<file path="src/rtl/dmem_arbiter_pkg.sv">
// Shared types and defaults for the data-memory arbiter (FSM encoding, parameter defaults).
package dmem_arbiter_pkg;

  localparam int DEF_ADDR_W       = 14;
  localparam int DEF_DATA_W       = 32;
  localparam int DEF_STARVE_LIMIT = 8;

  typedef enum logic {
    ARB   = 1'b0,
    HLOCK = 1'b1
  } arb_state_e;

  function automatic logic [31:0] sat_inc32(input logic [31:0] v);
    return (v == 32'hFFFF_FFFF) ? v : v + 32'd1;
  endfunction

endpackage

</file>
<file path="src/rtl/arb_starve_cnt.sv">
// Counts consecutive cycles a pending host request was denied; saturates at LIMIT.
module arb_starve_cnt #(
  parameter int LIMIT = 8
) (
  input  logic clk,
  input  logic rst,
  input  logic host_req,
  input  logic host_gnt,
  output logic starved
);

  localparam int CNT_W = $clog2(LIMIT + 1);

  logic [CNT_W-1:0] cnt_q, cnt_d;

  always_comb begin
    cnt_d = cnt_q;
    if (!host_req || host_gnt) begin
      cnt_d = '0;
    end else if (cnt_q != CNT_W'(LIMIT)) begin
      cnt_d = cnt_q + CNT_W'(1);
    end
  end

  always_ff @(posedge clk) begin
    if (!rst) cnt_q <= '0;
    else      cnt_q <= cnt_d;
  end

  assign starved = (cnt_q == CNT_W'(LIMIT));

endmodule

</file>
<file path="src/rtl/dmem_arbiter.sv">
// CPU/host arbiter in front of a single-port synchronous data memory.
// Optional DMEM_ARB_STATS_EN adds saturating grant/starvation counters.
module dmem_arbiter
  import dmem_arbiter_pkg::*;
#(
  parameter int ADDR_W       = DEF_ADDR_W,
  parameter int DATA_W       = DEF_DATA_W,
  parameter int STARVE_LIMIT = DEF_STARVE_LIMIT
) (
  input  logic              CLOCK_50,
  input  logic              rst,
  input  logic              cpu_req,
  input  logic              cpu_we,
  input  logic [ADDR_W-1:0] cpu_addr,
  input  logic [DATA_W-1:0] cpu_wdata,
  output logic              cpu_gnt,
  output logic              cpu_rvalid,
  input  logic              host_req,
  input  logic              host_we,
  input  logic [ADDR_W-1:0] host_addr,
  input  logic [DATA_W-1:0] host_wdata,
  input  logic              host_lock,
  output logic              host_gnt,
  output logic              host_rvalid,
  output logic [DATA_W-1:0] rdata,
  output logic              mem_en,
  output logic              mem_we,
  output logic [ADDR_W-1:0] mem_addr,
  output logic [DATA_W-1:0] mem_wdata,
  input  logic [DATA_W-1:0] mem_rdata
`ifdef DMEM_ARB_STATS_EN
  ,
  output logic [31:0]       cpu_beats,
  output logic [31:0]       host_beats,
  output logic [31:0]       starve_events
`endif
);

  arb_state_e state_q, state_d;
  logic       cpu_rd_q, cpu_rd_d;
  logic       host_rd_q, host_rd_d;
  logic       starved;

  // Grants are masked while rst is low so nothing reaches memory during reset.
  always_comb begin
    state_d  = state_q;
    cpu_gnt  = 1'b0;
    host_gnt = 1'b0;
    if (rst) begin
      unique case (state_q)
        ARB: begin
          if (cpu_req && !starved) begin
            cpu_gnt = 1'b1;
          end else if (host_req) begin
            host_gnt = 1'b1;
            if (host_lock) state_d = HLOCK;
          end
        end
        HLOCK: begin
          host_gnt = host_req;
          if (!host_req || !host_lock) state_d = ARB;
        end
        default: state_d = ARB;
      endcase
    end
  end

  assign cpu_rd_d  = cpu_gnt & ~cpu_we;
  assign host_rd_d = host_gnt & ~host_we;

  always_ff @(posedge CLOCK_50) begin
    if (!rst) begin
      state_q   <= ARB;
      cpu_rd_q  <= 1'b0;
      host_rd_q <= 1'b0;
    end else begin
      state_q   <= state_d;
      cpu_rd_q  <= cpu_rd_d;
      host_rd_q <= host_rd_d;
    end
  end

  arb_starve_cnt #(
    .LIMIT(STARVE_LIMIT)
  ) u_starve (
    .clk     (CLOCK_50),
    .rst     (rst),
    .host_req(host_req),
    .host_gnt(host_gnt),
    .starved (starved)
  );

  assign mem_en    = cpu_gnt | host_gnt;
  assign mem_we    = host_gnt ? host_we : (cpu_gnt & cpu_we);
  assign mem_addr  = host_gnt ? host_addr : cpu_addr;
  assign mem_wdata = host_gnt ? host_wdata : cpu_wdata;
  assign rdata     = mem_rdata;

  // A read captured on the edge just before reset asserts must not surface.
  assign cpu_rvalid  = cpu_rd_q & rst;
  assign host_rvalid = host_rd_q & rst;

`ifdef DMEM_ARB_STATS_EN
  logic [31:0] cpu_beats_q, cpu_beats_d;
  logic [31:0] host_beats_q, host_beats_d;
  logic [31:0] starve_events_q, starve_events_d;
  logic        forced_host;

  // In ARB a host grant while the CPU is asking can only come from starvation.
  assign forced_host = host_gnt & cpu_req & (state_q == ARB);

  always_comb begin
    cpu_beats_d     = cpu_gnt     ? sat_inc32(cpu_beats_q)     : cpu_beats_q;
    host_beats_d    = host_gnt    ? sat_inc32(host_beats_q)    : host_beats_q;
    starve_events_d = forced_host ? sat_inc32(starve_events_q) : starve_events_q;
  end

  always_ff @(posedge CLOCK_50) begin
    if (!rst) begin
      cpu_beats_q     <= '0;
      host_beats_q    <= '0;
      starve_events_q <= '0;
    end else begin
      cpu_beats_q     <= cpu_beats_d;
      host_beats_q    <= host_beats_d;
      starve_events_q <= starve_events_d;
    end
  end

  assign cpu_beats     = cpu_beats_q;
  assign host_beats    = host_beats_q;
  assign starve_events = starve_events_q;
`endif

endmodule
</file>
<file path="config.mk">
export PLATFORM = sky130hd
export DESIGN_NAME = dmem_arbiter
export DESIGN_NICKNAME = d
export VERILOG_FILES = /design/src/rtl/dmem_arbiter_pkg.sv /design/src/rtl/arb_starve_cnt.sv /design/src/rtl/dmem_arbiter.sv
export SDC_FILE = /design/constraint.sdc
export NUM_CORES = 1
export LEC_CHECK = 0
export ABC_AREA = 0
export CORE_AREA = 2 2 83 85
export DETAILED_ROUTE_END_ITERATION = 6
export DIE_AREA = 0 0 85 87
export GPL_TIMING_DRIVEN = 0
export PLACE_DENSITY = 0.79
export SETUP_SLACK_MARGIN = 0.3
export SLEW_MARGIN = 0
export SYNTH_ARGS = -nofsm -noshare
export SYNTH_HDL_FRONTEND = slang
export SYNTH_SLANG_ARGS = --single-unit
</file>
<file path="constraint.sdc">
create_clock -name CLOCK_50 -period 2.8 [get_ports CLOCK_50]
set_input_delay 0.84 -clock CLOCK_50 [delete_from_list [all_inputs] [get_ports CLOCK_50]]
set_output_delay 0.84 -clock CLOCK_50 [all_outputs]
set_load 0.05 [all_outputs]
</file>
==> metrics.md <==
| Metric | Value |
|---|---|
| Final Power | 994 uW |
| Crit path buf inv count | 5 |
| Post-Syn Area per Cell | around 11 um2 |
| Largest family of logic cells by synthesized area | multiplexers |
| Register area share after synthesis | 11.3% |
| GRT Util Overall | between 10% and 20% |
| Commonest non-fill, non-tap cells in the layout | clkdlybuf4s50_1, buf_4, mux2_4, dlygate4sd2_1, buf_6 |
| Compound-Gate Fraction of Synth Area | 2.33% |
| Hold wc startpoint | u_starve.cnt_q[0] |
| Synthesized instance count | 117 |
| DRC Markers | 0 |
| Layout cells sized above 1 | between 50% and 60% |
| Commonest non-fill, non-tap cell in the layout | clkdlybuf4s50_1 |
| TritonCTS clock tree | yes |
| Synthesized cell area | 1240 um2 |
| CP Launch Type | input port |
| Failing checks | negative setup slack |
| Max-cap violations | 0 |
| Setup crit end kind | output port |
| DRT antenna net count | 0 |
| IO Pins | 215 |
| DRT Pass-1 Iters | 4 |
| Final setup viols | 46 |
| Number of I/O port buffers | 182 |
| Detailed placement HPWL | 4.17 mm |
| Static Leakage | between 0.0015 and 0.002 uW |
| Critical path class | in -> out |
| R2R cell count | 7 |
| Yosys top cell by area | mux2_4 |
| Clk Tree Root Cell | clkbuf_8 |
| Crit-path cells | buf_6 -> and2b_2 -> a21oi_4 -> buf_12 -> buf_16 -> clkbuf_16 -> mux2_4 -> buf_8 |
| Worst R2R End | state_q |
| Area contributors post-synth | mux2_4, mux2_2, buf_4, dfxtp_1, buf_12 |
| Final max-slew violation count | 0 |
| Final setup margin | -0.190 ns |
| P&R area growth vs syn | 179% |
| Final Util | 52.6% |
| Hold EP | u_starve.cnt_q[0] |
| Slowest-stage cell, CP | mux2_4 |
| H-tree levels | 1 |
| Clk sinks | 7 |
| Share of the synthesized area in the top cell type | 24.3% |
| Skew-Pair Late Insertion Delay | 0.23 ns |
| GPL Wtd Cong | 0.681 |
| Vias | between 1500 and 2000 |
| #FFs+latches synth | 7 |
| Clock Skew | 0.00140 ns |
| Outcome | finished, violations left |
| Cell variety after synth | 23 |
| Warnings, synthesis | 0 |
| Die height | 87 um |
| Worst-path clk slew | 0.04 ns |
| GRT Residual Overflow | 0 |
| Crit-path leading delay family | buffers and inverters |
| Worst path arrival time | 2.15 ns |
| Post-Synth Adder-Cell Area | ~2% |
| Min-Delay Path Class | reg -> reg |
| Critical path peak fanout | 6 |
| Starting Density | 18.8% |
| Hold Vio Cnt, Final | 0 |
| Max-Slew Margin vs Limit | approximately two thirds |
| Nets@finish | 448 |
| Via density per instance | between 4 and 5 |
| DIE WIDTH | ~85 um |
| Initial DRC count | 14 |
| Drt total wl | 4.93 mm |
| ANT cells | 0 |
| Wire length per cell | 12.5 um |
| Worst Path Required | 1.96 ns |
| Max Freq | 0.334 GHz |
| Peak supply drop | 0.189 mV |
| Worst hold path stage count | 1 |
| Core footprint | roughly 6600 um2 |
| Multiplexer area fraction after synthesis | between 40% and 50% |
| TritonCTS buffer count | 3 |
| Inst Count DP | 379 |
| Reg2reg start | u_starve.cnt_q[0] |
| Slew @ Worst Pin | between 0.4 and 0.5 ns |
| Buffer depth of the longest clock path | 2 |
| Minimum clock period after layout | roughly 3.0 ns |
| Row cnt | 30 |
| Cts hold-fix bufs | 0 |
| Initial antenna violation count | 0 |
| PwrDens | 288 nW/um2 |
| Vias in the first global route | 1503 |
| Synth Area in XOR/XNOR | under 10% |
| Flop-to-flop setup slack | between 1 and 1.5 ns |
| Crit share post-route | 107% |
| Simple-gate share of the synthesized area | around a tenth |
| Die area | ~7400 um2 |
| Hold Slack | 0.486 ns |
| Largest stage delay, worst path | 0.30 ns |
| RSZ-0062 raised after global routing | yes |
| Fin cells | between 300 and 400 |
| Largest net degree at the start of global routing | 11 |
| First-pass GRT wire length | 6.85 mm |
| Mapped Nets | 250 |
==> synth_stat cells <==
| library cell | instances |
|---|---|
| nand3_1 | 2 |
| buf_12 | 2 |
| ha_1 | 2 |
| mux2_2 | 26 |
| xor2_1 | 1 |
| nand2_1 | 1 |
| and2b_2 | 1 |
| buf_6 | 1 |
| buf_4 | 34 |
| o21a_1 | 1 |
| and3_1 | 2 |
| nand2_2 | 1 |
| mux2_4 | 20 |
| o21ai_0 | 1 |
| nand3b_4 | 1 |
| nand4_1 | 1 |
| nor3_1 | 4 |
| dfxtp_1 | 7 |
| inv_1 | 2 |
| xnor2_1 | 1 |
| a21oi_4 | 1 |
| nor2b_1 | 1 |
| and2_1 | 4 |
==> per-stage QoR <==
step                      TNS [ns]  area, um2  setup slack [ns]
after floorplan                  0       1310            0.0570
after global placement      -55.25       3230             -1.23
after detailed placement    -55.49       3230             -1.23
after CTS                    -8.08       3400            -0.214
after global routing         -8.87       3460            -0.227
final                        -7.11       3460            -0.190
==> final cells by class <==
class	count	area (um2)
Sequential cell	7	140
Multi-Input combinational cell	71	876
Fill cell	592	3110
Timing Repair Buffer	193	1970
Tap cell	80	100
Buffer	37	318
Clock buffer	4	45.0
Inverter	2	7.51
==> power by group <==
part / leakage, uW / total [uW] / switching [uW] / internal, uW
Clock: 0.0000228 / 141 / 42.9 / 98.4
Combinational: 0.00153 / 749 / 382 / 367
Sequential: 0.0000568 / 103 / 0.974 / 102
Total: 0.00161 / 994 / 426 / 568
==> routing by layer <==
metal	GRT usage [%]	part of all wire, %
met1	12.6	34
met2	21.6	54
met3	2.65	11
met4	2.60	0.81
met5	0	0
==> flip-flops by register name (all words and copies together) (netlist names) <==
| signal | count |
|---|---|
| cpu_rd_q | 1 |
| host_rd_q | 1 |
| state_q | 1 |
| u_starve.cnt_q | 4 |
==> worst max path at each step <==
stage	endpoint	slack, ns	depth (start not counted)	startpoint
floorplan	mem_wdata[10]	0.06	5	cpu_req
global placement	mem_wdata[9]	-1.23	7	rst
detailed placement	mem_wdata[9]	-1.23	7	rst
CTS	mem_wdata[9]	-0.21	8	cpu_req
global route	mem_addr[13]	-0.23	8	cpu_req
finish	mem_wdata[19]	-0.19	8	cpu_req
==> logic make-up (layout without fill, tap and decap cells) <==
logic type	after synthesis	count (layout)
multiplexers	46	46
XOR/XNOR	2	2
AO/OA/AOI/OAI	3	3
adder cells (fa/ha/maj)	2	2
AND/OR/NAND/NOR	18	18
flip-flops	7	7
buffers and inverters	39	236
==> timing repair <==
item                       4_1_cts  5_1_grt
setup endpoints to repair       84       51
resized for setup              401        8
buffers inserted                 5        3
pin swaps                        3        1
gates cloned                     2        1
Power figures use the tool's default switching activity.
